==> src/rtl/stack_arbiter.sv <==
// Round-robin arbiter sharing one LIFO stack among NREQ requesters.
// One transaction in flight; illegal push/pop completes with an error response.
module stack_arbiter #(
   parameter int NREQ = 2,
   parameter int DW   = 8,
   parameter int RRW  = 3
) (
   input  logic                clk,
   input  logic                rst,
   input  logic [NREQ-1:0]     req_valid,
   input  logic [NREQ-1:0]     req_op,
   input  logic [NREQ*DW-1:0]  req_data,
   output logic [NREQ-1:0]     req_ready,
   output logic [NREQ-1:0]     rsp_valid,
   output logic [DW-1:0]       rsp_data,
   output logic                rsp_err,
   output logic                stk_push,
   output logic                stk_pop,
   output logic [DW-1:0]       stk_din,
   input  logic [DW-1:0]       stk_dout,
   input  logic                stk_empty,
   input  logic                stk_full,
   output logic [1:0]          dbg_state
);

   // Handshake: a request transfers on a rising edge where req_valid[i] and
   // req_ready[i] are both high; rsp_valid is a one-cycle pulse with no backpressure.
   typedef enum logic [1:0] {IDLE, EXEC, WAIT, RESP} state_t;

   state_t           state;
   logic [RRW-1:0]   ptr;
   logic [RRW-1:0]   idx;
   logic [RRW-1:0]   win;
   logic             any;
   logic             op_q;
   logic [DW-1:0]    data_q;
   logic [DW-1:0]    din_q;
   logic             push_now;
   logic             pop_now;

   function automatic logic [NREQ-1:0] onehot(input logic [RRW-1:0] i);
      logic [NREQ-1:0] v;
      v = '0;
      for (int k = 0; k < NREQ; k++) begin
         if (int'(i) == k) v[k] = 1'b1;
      end
      return v;
   endfunction

   // Walk downward so the last hit is the nearest requester after ptr.
   always_comb begin
      any = 1'b0;
      win = ptr;
      for (int k = NREQ; k >= 1; k--) begin
         if (req_valid[(int'(ptr) + k) % NREQ]) begin
            any = 1'b1;
            win = RRW'((int'(ptr) + k) % NREQ);
         end
      end
   end

   assign req_ready = (state == IDLE && !rst && any) ? onehot(win) : '0;

   // Strobes decode the EXEC state against the live flags, so the flags
   // are judged in EXEC and the strobe lasts exactly that one cycle.
   assign push_now  = (state == EXEC) && !rst && op_q && !stk_full;
   assign pop_now   = (state == EXEC) && !rst && !op_q && !stk_empty;
   assign stk_push  = push_now;
   assign stk_pop   = pop_now;
   assign stk_din   = push_now ? data_q : din_q;
   assign dbg_state = state;

   always_ff @(posedge clk) begin
      if (rst) begin
         state     <= IDLE;
         ptr       <= RRW'(NREQ - 1);
         idx       <= '0;
         op_q      <= 1'b0;
         data_q    <= '0;
         din_q     <= '0;
         rsp_valid <= '0;
         rsp_data  <= '0;
         rsp_err   <= 1'b0;
      end else begin
         case (state)
            IDLE: begin
               if (any) begin
                  idx    <= win;
                  op_q   <= req_op[win];
                  data_q <= req_data[int'(win)*DW +: DW];
                  state  <= EXEC;
               end
            end
            EXEC: begin
               if (op_q && !stk_full) din_q <= data_q;
               if (!op_q && !stk_empty) begin
                  state <= WAIT;
               end else begin
                  rsp_valid <= onehot(idx);
                  rsp_err   <= op_q ? stk_full : 1'b1;
                  rsp_data  <= '0;
                  state     <= RESP;
               end
            end
            WAIT: begin
               rsp_valid <= onehot(idx);
               rsp_data  <= stk_dout;
               rsp_err   <= 1'b0;
               state     <= RESP;
            end
            RESP: begin
               rsp_valid <= '0;
               rsp_data  <= '0;
               rsp_err   <= 1'b0;
               ptr       <= idx;
               state     <= IDLE;
            end
            default: state <= IDLE;
         endcase
      end
   end

endmodule

==> config.mk <==
export PLATFORM = sky130hd
export DESIGN_NAME = stack_arbiter
export DESIGN_NICKNAME = d
export VERILOG_FILES = /design/src/rtl/stack_arbiter.sv
export SDC_FILE = /design/constraint.sdc
export NUM_CORES = 1
export LEC_CHECK = 0
export BUFFER_PORTS_ARGS = -buffer_cell sky130_fd_sc_hd__buf_2
export CAP_MARGIN = 25
export CORE_MARGIN = 3
export CORE_UTILIZATION = 44
export CTS_CLUSTER_SIZE = 20
export DETAILED_ROUTE_END_ITERATION = 8
export PLACE_DENSITY = 0.76
export SLEW_MARGIN = 20
export SYNTH_ARGS = -nofsm -noshare
export SYNTH_HDL_FRONTEND = slang
export SYNTH_SLANG_ARGS = --single-unit
==> constraint.sdc <==
create_clock -name clk -period 1.67 [get_ports clk]
set_clock_uncertainty 0.15 [all_clocks]
set_input_delay 0.0835 -clock clk [delete_from_list [all_inputs] [get_ports clk]]
set_output_delay 0.0835 -clock clk [all_outputs]
set_load 0.005 [all_outputs]
==> results of run 1 <==
==> layout by cell type (no fill, tap or decap), types with 2 or more instances in the layout <==
cell	n
a311oi_1	8
or3_1	8
dfxtp_1	30
nand3_1	9
o21ai_1	3
nand2b_1	4
dlygate4sd3_1	26
clkbuf_16	3
o21ai_0	18
or4b_4	2
nor2_1	15
buf_2	47
ha_4	4
dfxtp_4	3
nand2_1	8
a21oi_2	2
buf_4	14
a22o_1	8
buf_6	17
mux2_4	8
clkbuf_4	5
nor3b_1	3
a21oi_1	8
buf_12	2
==> cells in the mapped netlist (all sizes together) (8+ instances only) <==
master	n
nand3	9
a22o	8
o21ai	22
nand2	8
dfxtp	34
clkbuf	12
mux2	8
nor2	15
or3	8
a311oi	9
a21oi	10
==> layout make-up <==
| cell class | count | area (µm²) | share of cell area (%) |
|---|---|---|---|
| clock buffer | 7 | 76.3 | 2.84 |
| inverter | 2 | 10.0 | 0.373 |
| multi-input combinational | 126 | 966 | 36.0 |
| sequential | 34 | 693 | 25.8 |
| tap | 46 | 57.6 | 2.14 |
| timing repair buffer | 108 | 882 | 32.9 |
==> metrics by stage <==
| step | worst slack [ns] | power (W) | utilization (%) |
|---|---|---|---|
| floorplan | -0.0189 | 0.00192 | - |
| global placement | -0.222 | 0.00236 | 59.0 |
| detailed placement | -0.280 | 0.00239 | 59.0 |
| CTS | -0.277 | 0.00314 | 71.5 |
| global route | -0.395 | 0.00380 | 79.2 |
| finish | -0.350 | 0.00359 | 79.2 |
==> worst reg2reg max path, cell delays in order, from the launching register on <==
cell,delay [ns]
dfxtp_4,0.36
buf_4,0.13
buf_6,0.12
ha_4,0.16
or4_4,0.42
or4b_4,0.48
o21ai_1,0.08
==> cells by family after synthesis <==
logic type | after synthesis | synth area share (%)
buffers and inverters | 18 | 4.61
DFF | 34 | 43.2
AOI/OAI and AO/OA | 53 | 21.8
adders and majority gates | 4 | 3.18
and+or+nand+nor | 60 | 20.8
muxes | 9 | 6.36
==> per-layer routing <==
layer	global-route usage [%]	share of wire, %	vias up	wire [µm]
li1	-	-	846	-
met1	29.3	41	864	2230
met2	34.7	50	83	2760
met3	5.10	6.0	23	332
met4	13.5	3.1	0	170
met5	0	0	-	0
==> flip-flops by register name, indices dropped and copies added, names as in the netlist <==
| register | count |
|---|---|
| dbg_state | 2 |
| rsp_data | 8 |
| idx | 3 |
| rsp_err | 1 |
| op_q | 1 |
| data_q | 8 |
| ptr | 1 |
| rsp_valid | 2 |
| din_q | 8 |
==> repair_timing <==
item	4_1_cts	5_1_grt
gates resized for setup	16	37
pin swaps	2	12
hold endpoints to repair	19	0
endpoints found under the setup margin	25	33
hold buffers	26	0
cloned	0	2
buffers inserted	4	9
==> worst min-delay path by stage <==
stage	endpoint	start	cells after the start	slack (ns)
2_1_floorplan	stk_pop	stk_empty	1	0.05
3_3_place_gp	data_q[4]	req_data[4]	3	0.21
3_5_place_dp	data_q[2]	req_data[2]	3	0.22
4_1_cts	rsp_valid[1]	rst	4	-0.01
5_1_grt	rsp_valid[0]	rst	4	0.03
6_report	rsp_valid[0]	rst	4	0.02
==> report_power, final <==
part           internal (W)  switching [W]
clock              0.000288       0.000280
sequential          0.00102       0.000178
combinational      0.000972       0.000855
total               0.00228        0.00131
==> metrics.md, run 1 <==
| Metric | Value |
|---|---|
| Post-route cell area | 2690 µm² |
| Placed Cells incl. Taps | 277 |
| Status | finished, violations left |
| Post-Syn Instances | 178 |
| Yosys top cell area share | 43.2% |
| # DRC | 0 |
| Layout Nets | 313 |
| Max VDD drop | 0.986 mV |
| Vias in the first global route | 1,616 |
| Post-DP Area | 2000 µm² |
| Count of clock tree sinks | 34 |
| Setup CP Type | flip-flop to output port |
| TritonRoute pass-1 iters | 4 |
| Top FF cell, synth | dfxtp_1 |
| Asr flop ratio synth | 0% |
| Largest cells by area after synthesis | dfxtp_1 43%, o21ai_0 7.0%, mux2_2 5.7% |
| Number of synthesized flops with an enable pin | 0 |
| First-pass GRT wire length | 7560 µm |
| Die width | 65.8 µm |
| Largest net degree at the start of global routing | 31 |
| Power Density | 1340 nW/µm² |
| Port bufs | 56 |
| Root buffer cell | clkbuf_4 |
| Final worst setup slack | -0.350 ns |
| R2R Path Start | dbg_state[1] |
| Worst-path cell chain | inv_4, ha_4, and3b_2, buf_12, mux2_4, buf_6 |
| CORE AREA | 3390 µm² |
| Placer congestion estimate | 0.829 |
| Die Y | 65.8 µm |
| Worst skew pair latency | 0.34 ns |
| Critical path's top delay family | flip-flops |
| Critical path destination | stk_din[4] |
| Largest stage delay on the critical path | 0.36 ns |
| Max Root-Sink Buffers | 2 |
| Final setup vio count | 21 |
| Remaining antenna violation count | 0 |
| Final non-filler cell total | 323 |
| TNS Setup | -3.98 ns |
| Final worst path period share | 121% |
| Initial antenna violation count | 0 |
| Reg clk slew, reported paths | 0.10 ns |
| Num CTS Buffers | 5 |
| RSZ-0062 raised after global routing | yes |
| Worst-Margin Slew | 0.666 ns |
| Via-to-Cell Ratio | 5.62 |
| Worst r2r dst | rsp_valid[1] |
| Leakage | 1.13 nW |
| Initial DRC count | 141 |
| Avg Cell Area, Syn | 8.84 µm² |
| Area grow syn2layout | 70.6% |
| TritonCTS clock tree | yes |
| Synth Cell Area | 1570 µm² |
| Min Tclk post-route | 2.02 ns |
| GR Overflow Total | 0 |
| Count of state elements after synthesis | 34 |
| MaxCap Viol Count | 0 |
| Drt total wl | 5490 µm |
| CP Max Fanout | 7 |
| Cell variety after synth | 32 |
| Endpoints failing hold | 0 |
| DR WL/cell | 17.0 µm |
| Failing checks | negative setup slack |
| Type of origin of the critical path | flip-flop |
| Via count | 1,816 |
| Crit path DAT | 1.79 ns |
| Max_slew headroom | 55.6% |
| Crit path from | dbg_state[1] |
| ANT cells | 0 |
| Layout fillers | 206 |
| HP Class | input port to flip-flop |
| Share of layout cells above drive strength 1 | 44.4% |
| Sequential fraction of the synthesis area | 43.2% |
| Hpwl dp | 2630 µm |
| Post-Route Hold Slack | 0.0207 ns |
| Internal reg-to-reg setup slack | -0.29 ns |
| Die Area | 4330 µm² |
| FF-to-FF path depth | 6 |
| Starting Density | 46.4% |
| Cell taking the most area after synthesis | dfxtp_1 |
| Overall Global Routing Usage | 22.8% |
| Synth Warn # | 0 |
| CTS H-tree depth | 2 |
| Req. time, crit path | 1.44 ns |
| Buf/Inv on CP | 3 |
| IO Pins | 57 |
| Achievable frequency | 495 MHz |
| Max stage delay cell, worst path | dfxtp_4 |
| Critical path capture point type | output port |
| FP Rows | 21 |
| Final Max Tran Viols | 0 |
| Crit path depth | 6 |
| Syn nets | 214 |
No activity file was read; power rests on OpenSTA's default activity.
==> inputs of run 2 (changes only) <==
==> config.mk (replaced) <==
export PLATFORM = sky130hd
export DESIGN_NAME = stack_arbiter
export DESIGN_NICKNAME = d
export VERILOG_FILES = /design/src/rtl/stack_arbiter.sv
export SDC_FILE = /design/constraint.sdc
export NUM_CORES = 1
export LEC_CHECK = 0
export CAP_MARGIN = 25
export CORE_MARGIN = 3
export CORE_UTILIZATION = 55
export CTS_CLUSTER_SIZE = 20
export DETAILED_ROUTE_END_ITERATION = 8
export DONT_BUFFER_PORTS = 1
export PLACE_DENSITY = 0.74
export SLEW_MARGIN = 20
export SYNTH_ARGS = -nofsm -noshare
export SYNTH_HDL_FRONTEND = slang
export SYNTH_SLANG_ARGS = --single-unit
==> metrics.md, run 2 (synthesis results as in run 1) <==
| Metric | Value |
|---|---|
| R2R Path Start | dbg_state[1] |
| Max_slew headroom | 72.7% (+17 points) |
| Crit path DAT | 1.72 ns (-0.07 ns) |
| # hold bufs at CTS | 2 (-92%) |
| Critical path destination | stk_din[3] |
| Vias in the first global route | 1,387 (-14%) |
| Initial DRC count | 118 (-16%) |
| Leakage | 0.841 nW (-25%) |
| Min Tclk post-route | 1.96 ns (-0.0644 ns) |
| # DRC | 0 (unchanged) |
| Die width | 59.5 µm (-9.6%) |
| Worst r2r dst | din_q[3] |
| Hpwl dp | 2740 µm (+4.2%) |
| Post-Route Hold Slack | -0.355 ns (-0.376 ns) |
| Area grow syn2layout | 43.6% |
| Initial antenna violation count | 0 (unchanged) |
| ANT cells | 0 (unchanged) |
| TritonCTS clock tree | yes |
| Uppermost routed layer | met4 |
| First-pass GRT wire length | 6840 µm (-9.5%) |
| DRT met1 WL | 2010 µm (-10%) |
| Worst skew pair latency | 0.34 ns (about the same) |
| GR Overflow Total | 0 (unchanged) |
| Wire length on met2 | 2440 µm (-12%) |
| Most common cell after layout, fill and taps aside | dfxtp_1 |
| Final setup vio count | 20 (-4.8%) |
| Largest registers | data_q x8, din_q x8, rsp_data x8 |
| Die Area | 3540 µm² (-18%) |
| Post-place setup slack | -0.260 ns (+0.0204 ns) |
| Remaining antenna violation count | 0 (unchanged) |
| Num CTS Buffers | 5 (unchanged) |
| Via-to-Cell Ratio | 6.65 (+18%) |
| DR WL/cell | 20.9 µm (+23%) |
| Die Y | 59.5 µm (-9.6%) |
| FF-to-FF path depth | 8 (+2) |
| Final worst setup slack | -0.286 ns (+0.0644 ns) |
| Via count | 1,582 (-13%) |
| Failing checks | negative hold slack, negative setup slack |
| Max VDD drop | 1.68 mV (+70%) |
| TritonRoute pass-1 iters | 5 (+1) |
| Reg clk slew, reported paths | 0.11 ns (about the same) |
| Port bufs | 0 (-100%) |
| MaxCap Viol Count | 0 (unchanged) |
| Layout fillers | 125 (-39%) |
| Req. time, crit path | 1.44 ns (about the same) |
| Crit path from | dbg_state[1] |
| Setup CP Type | flip-flop to output port |
| Endpoints failing hold | 34 (+34) |
| CTS H-tree depth | 2 (unchanged) |
| Layout Nets | 243 (-22%) |
| RSZ-0062 raised after global routing | yes |
| Placer congestion estimate | 0.767 (-7.5%) |
| Post-route cell area | 2260 µm² (-16%) |
| CORE AREA | 2590 µm² (-24%) |
| Status | finished, violations left |
| Worst-Margin Slew | 0.409 ns (-0.256 ns) |
| Overall Global Routing Usage | 26.0% (+3.2 points) |
| Final Max Tran Viols | 0 (unchanged) |
| Drt total wl | 4970 µm (-9.6%) |
| Final worst path period share | 117% (-3.9 points) |
| Post-DP Area | 1730 µm² (-14%) |
| HP Class | input port to flip-flop |
| Met3 Wirelength | 435 µm (+31%) |
| CP Max Fanout | 3 (-4) |
| Critical path capture point type | output port |
| Largest net degree at the start of global routing | 33 (+6.5%) |
| FP Rows | 18 (-14%) |
| Share of layout cells above drive strength 1 | 39.9% (-4.5 points) |
| Internal reg-to-reg setup slack | -0.25 ns (+0.04 ns) |
| Power Density | 1680 nW/µm² (+26%) |
| Max Root-Sink Buffers | 2 (unchanged) |
| Type of origin of the critical path | flip-flop |
| IO Pins | 57 (unchanged) |
| Achievable frequency | 511 MHz (+3.3%) |
| Commonest cells after routing, fill and taps aside | 31 x dfxtp_1, 19 x buf_4, 18 x o21ai_0, 15 x nor2_1 |
| Count of clock tree sinks | 34 (unchanged) |
| Starting Density | 60.8% (+14 points) |
| Root buffer cell | clkbuf_4 |
==> run 2: cell count changes in the layout (fill, tap and decap cells not counted), sizes merged <==
cell / delta
inv: +1
dlygate4sd3: -24
clkinv: +1
bufbuf: +1
buf: -48
==> run 2: area by class of cell <==
cell class | instances | area [µm²] | area share, %
clock buffers | 6 | 51.3 | 2.27
clock inverters | 2 | 11.3 | 0.498
inverters | 2 | 17.5 | 0.775
multi-input cells | 126 | 1010 | 44.6
flip-flops and latches | 34 | 689 | 30.5
well taps | 30 | 37.5 | 1.66
repair buffers | 38 | 444 | 19.7
==> run 2: metal layers <==
layer | vias to the layer above | GRT usage (%)
met5 | - | 0
met1 | 765 | 31.5
met2 | 89 | 42.1
met3 | 12 | 8.71
met4 | 0 | 10.1
li1 | 716 | -
==> run 2: power breakdown <==
part / switching [W] / internal [W]
registers: 0.000188 / 0.00101
logic: 0.000925 / 0.00118
clock network: 0.000292 / 0.000204
==> run 2: through the flow <==
stage | power, W | util (%) | instances | setup TNS, ns
finish | 0.00380 | 87.2 | 238 | -4.38
global route | 0.00400 | 87.2 | 238 | -5.68
CTS | 0.00336 | 79.9 | 230 | -3.51
detailed placement | 0.00237 | 66.7 | 209 | -2.97
global placement | 0.00229 | 66.7 | 209 | -1.28
floorplan | 0.00192 | - | 178 | -0.0189
==> run 2: how the worst min path moves through the flow <==
stage	start	end	slack, ns	cells past startpoint
after detailed placement	rst	dbg_state[1]	0.002	1
after CTS	rst	rsp_err	-0.36	1
after global placement	rst	dbg_state[1]	-0.001	1
final	rst	dbg_state[1]	-0.36	1
after floorplan	stk_empty	stk_pop	0.05	1
after global routing	rst	rsp_err	-0.39	1
==> run 2: what timing repair did <==
| item | CTS | global route |
|---|---|---|
| hold endpoints to repair | 34 | 34 |
| endpoints found under the setup margin | 35 | 40 |
| cloned | 3 | 3 |
| pin swaps | 12 | 30 |
| setup buffers | 10 | 5 |
| gates resized for setup | 32 | 25 |
==> run 2: critical path: stages (launching register included) <==
cell       delay (ns)
dfxtp_4          0.38
inv_4            0.04
ha_4             0.15
buf_6            0.11
and3b_2          0.24
clkbuf_16        0.16
mux2_4           0.30
==> inputs of run 3 (changes only) <==
--- a/config.mk
+++ b/config.mk
@@ -6,8 +6,10 @@
 export NUM_CORES = 1
 export LEC_CHECK = 0
 export CAP_MARGIN = 25
+export CELL_PAD_IN_SITES_DETAIL_PLACEMENT = 1
+export CELL_PAD_IN_SITES_GLOBAL_PLACEMENT = 1
 export CORE_MARGIN = 3
-export CORE_UTILIZATION = 55
+export CORE_UTILIZATION = 40
 export CTS_CLUSTER_SIZE = 20
 export DETAILED_ROUTE_END_ITERATION = 8
 export DONT_BUFFER_PORTS = 1
==> metrics.md, run 3 (synthesis results as in run 1) <==
| Metric | Value |
|---|---|
| Status | finished, violations left |
| Failing checks | negative setup slack |
| Critical path's top delay family | simple AND/OR/NAND/NOR gates |
| Initial antenna violation count | 0 (unchanged) |
| Count of clock tree sinks | 34 (unchanged) |
| Max stage delay cell, worst path | dfxtp_2 |
| Remaining antenna violation count | 0 (unchanged) |
| Largest registers | data_q x8, din_q x8, rsp_data x8 |
| GR Overflow Total | 0 (unchanged) |
| Reg clk slew, reported paths | 0.08 ns (-0.03 ns) |
| Largest net degree at the start of global routing | 33 (unchanged) |
| Most common cell after layout, fill and taps aside | dlygate4sd3_1 |
| Starting Density | 42.4% (-18 points) |
| Power Density | 1630 nW/µm² (-3.1%) |
| CORE AREA | 3720 µm² (+43%) |
| Die Area | 4720 µm² (+33%) |
| Overall Global Routing Usage | 23.3% (-2.7 points) |
| Total internal power | 0.00269 W (+12%) |
| DR WL/cell | 26.8 µm (+29%) |
| TritonCTS clock tree | yes |
| CTS H-tree depth | 2 (unchanged) |
| Vias in the first global route | 1,502 (+8.3%) |
| Max_slew headroom | 47.2% (-25 points) |
| Area grow syn2layout | 72.3% |
| Share of layout cells above drive strength 1 | 42.3% (+2.4 points) |
| Final non-filler cell total | 287 (+21%) |
| Min Tclk post-route | 1.99 ns (+0.0376 ns) |
| Die width | 68.7 µm (+16%) |
| Comb pwr share | 55.3% (about the same) |
| MaxCap Viol Count | 0 (unchanged) |
| Hpwl dp | 3260 µm (+19%) |
| HP Class | input port to flip-flop |
| Max VDD drop | 1.03 mV (-38%) |
| NetSw | 0.00174 W (+24%) |
| Setup CP Type | flip-flop to output port |
| IO Pins | 57 (unchanged) |
| Num CTS Buffers | 5 (unchanged) |
| Post-route cell area | 2710 µm² (+20%) |
| Hold Crit Depth | 3 (+2) |
| RSZ-0062 raised after global routing | yes |
| # DRC | 0 (unchanged) |
| Via count | 1,792 (+13%) |
| Storage element area | 691 µm² (+0.18%) |
| Via-to-Cell Ratio | 6.24 (-6.1%) |
| Placer congestion estimate | 0.774 (+0.94%) |
| Layout fillers | 365 (+190%) |
| Worst-path cell chain | nor2b_1, and3b_2, buf_12, mux2_4 |
| Clock share of power | 16.7% (+3.7 points) |
| Root buffer cell | clkbuf_8 |
| FP Rows | 22 (+4) |
| Worst-Margin Slew | 0.792 ns (+0.383 ns) |
| Largest stage delay on the critical path | 0.43 ns (+0.05 ns) |
| TNS Setup | -6.40 ns (-2.02 ns) |
| Critical path capture point type | output port |
| CP Max Fanout | 8 (+5) |
| Crit path depth | 4 (-2) |
| Post-DP Area | 1750 µm² (+1.3%) |
| ANT cells | 0 (unchanged) |
| Initial DRC count | 177 (+50%) |
| First-pass GRT wire length | 7850 µm (+15%) |
| Placed Cells incl. Taps | 227 (+8.6%) |
| Endpoints failing hold | 0 (-100%) |
| Post-layout util | 73.0% (-14 points) |
| Leakage | 1.00 nW (+19%) |
| Sequential Power Share | 28.1% (-3.4 points) |
| Final setup vio count | 34 (+70%) |
| Final worst setup slack | -0.323 ns (-0.0376 ns) |
| Req. time, crit path | 1.44 ns (about the same) |
| Achievable frequency | 502 MHz (-1.9%) |
| Die Y | 68.7 µm (+16%) |
| Final worst path period share | 119% (+2.3 points) |
| Multi-input gate area | 1100 µm² (+8.8%) |
| Crit path DAT | 1.76 ns (+0.04 ns) |
| Overall power | 0.00442 W (+16%) |
| Worst skew pair latency | 0.29 ns (-0.05 ns) |
| Drt total wl | 7700 µm (+55%) |
| Layout Nets | 275 (+13%) |
| FF-to-FF path depth | 6 (-2) |
| Buf/Inv on CP | 1 (-2) |
| Type of origin of the critical path | flip-flop |
| Commonest cells after routing, fill and taps aside | 32 x dlygate4sd3_1, 30 x dfxtp_1, 21 x buf_4, 16 x o21ai_0, 11 x nor2_1 |
| Switch share | 39.3% (+2.3 points) |
| Port bufs | 0 (unchanged) |
| TritonRoute pass-1 iters | 4 (-1) |
| Final Max Tran Viols | 0 (unchanged) |
| Max Root-Sink Buffers | 2 (unchanged) |
[run 3: layout make-up]
| type | instances | area share [%] |
|---|---|---|
| inverters | 2 | 0.554 |
| multi-input cells | 127 | 40.5 |
| well taps | 48 | 2.22 |
| flip-flops and latches | 34 | 25.5 |
| clock buffers | 7 | 3.97 |
| repair buffers | 69 | 27.3 |
[run 3: routing by layer]
layer	global-route usage, %	wire length, µm	vias to the layer above
li1	-	-	773
met1	26.9	3130	878
met2	39.8	3710	96
met3	6.48	376	45
met4	10.2	474	0
met5	0	0	-
[run 3: power by group through the flow]
stage,clock network (W),logic [W],registers (W)
floorplan,0,0.000773,0.00115
finish,0.000737,0.00244,0.00124
CTS,0.000724,0.00160,0.00119
global placement,0,0.00114,0.00117
detailed placement,0,0.00123,0.00118
global route,0.000769,0.00256,0.00126
[run 3: tightest hold or removal path: cells and delay by family]
kind / cells / cell delay, ns
compound gates: 2 / 0.26
simple gates: 1 / 0.06
[run 3: worst paths after layout]
| kind | start | end | slack [ns] |
|---|---|---|---|
| max reg2reg | dbg_state[1] | din_q[0] | -0.24 |
| min | stk_empty | rsp_data[6] | 0.01 |
| max | op_q | stk_din[2] | -0.32 |
| min reg2reg | idx[1] | idx[1] | 0.33 |
[run 3: what timing repair did]
action,in CTS,in global routing
hold buffers,2,32
hold endpoints to repair,26,26
setup endpoints to repair,37,44
pin swaps,12,19
resized for setup,37,45
setup buffers,10,7
cloned,2,2
[run 3: per-stage QoR]
stage,worst slack [ns],hold slack (ns)
after detailed placement,-0.361,0.000194
final,-0.323,0.00998
after CTS,-0.213,-0.305
after global placement,-0.164,-0.000490
after floorplan,-0.0189,0.0525
after global routing,-0.460,0.00655
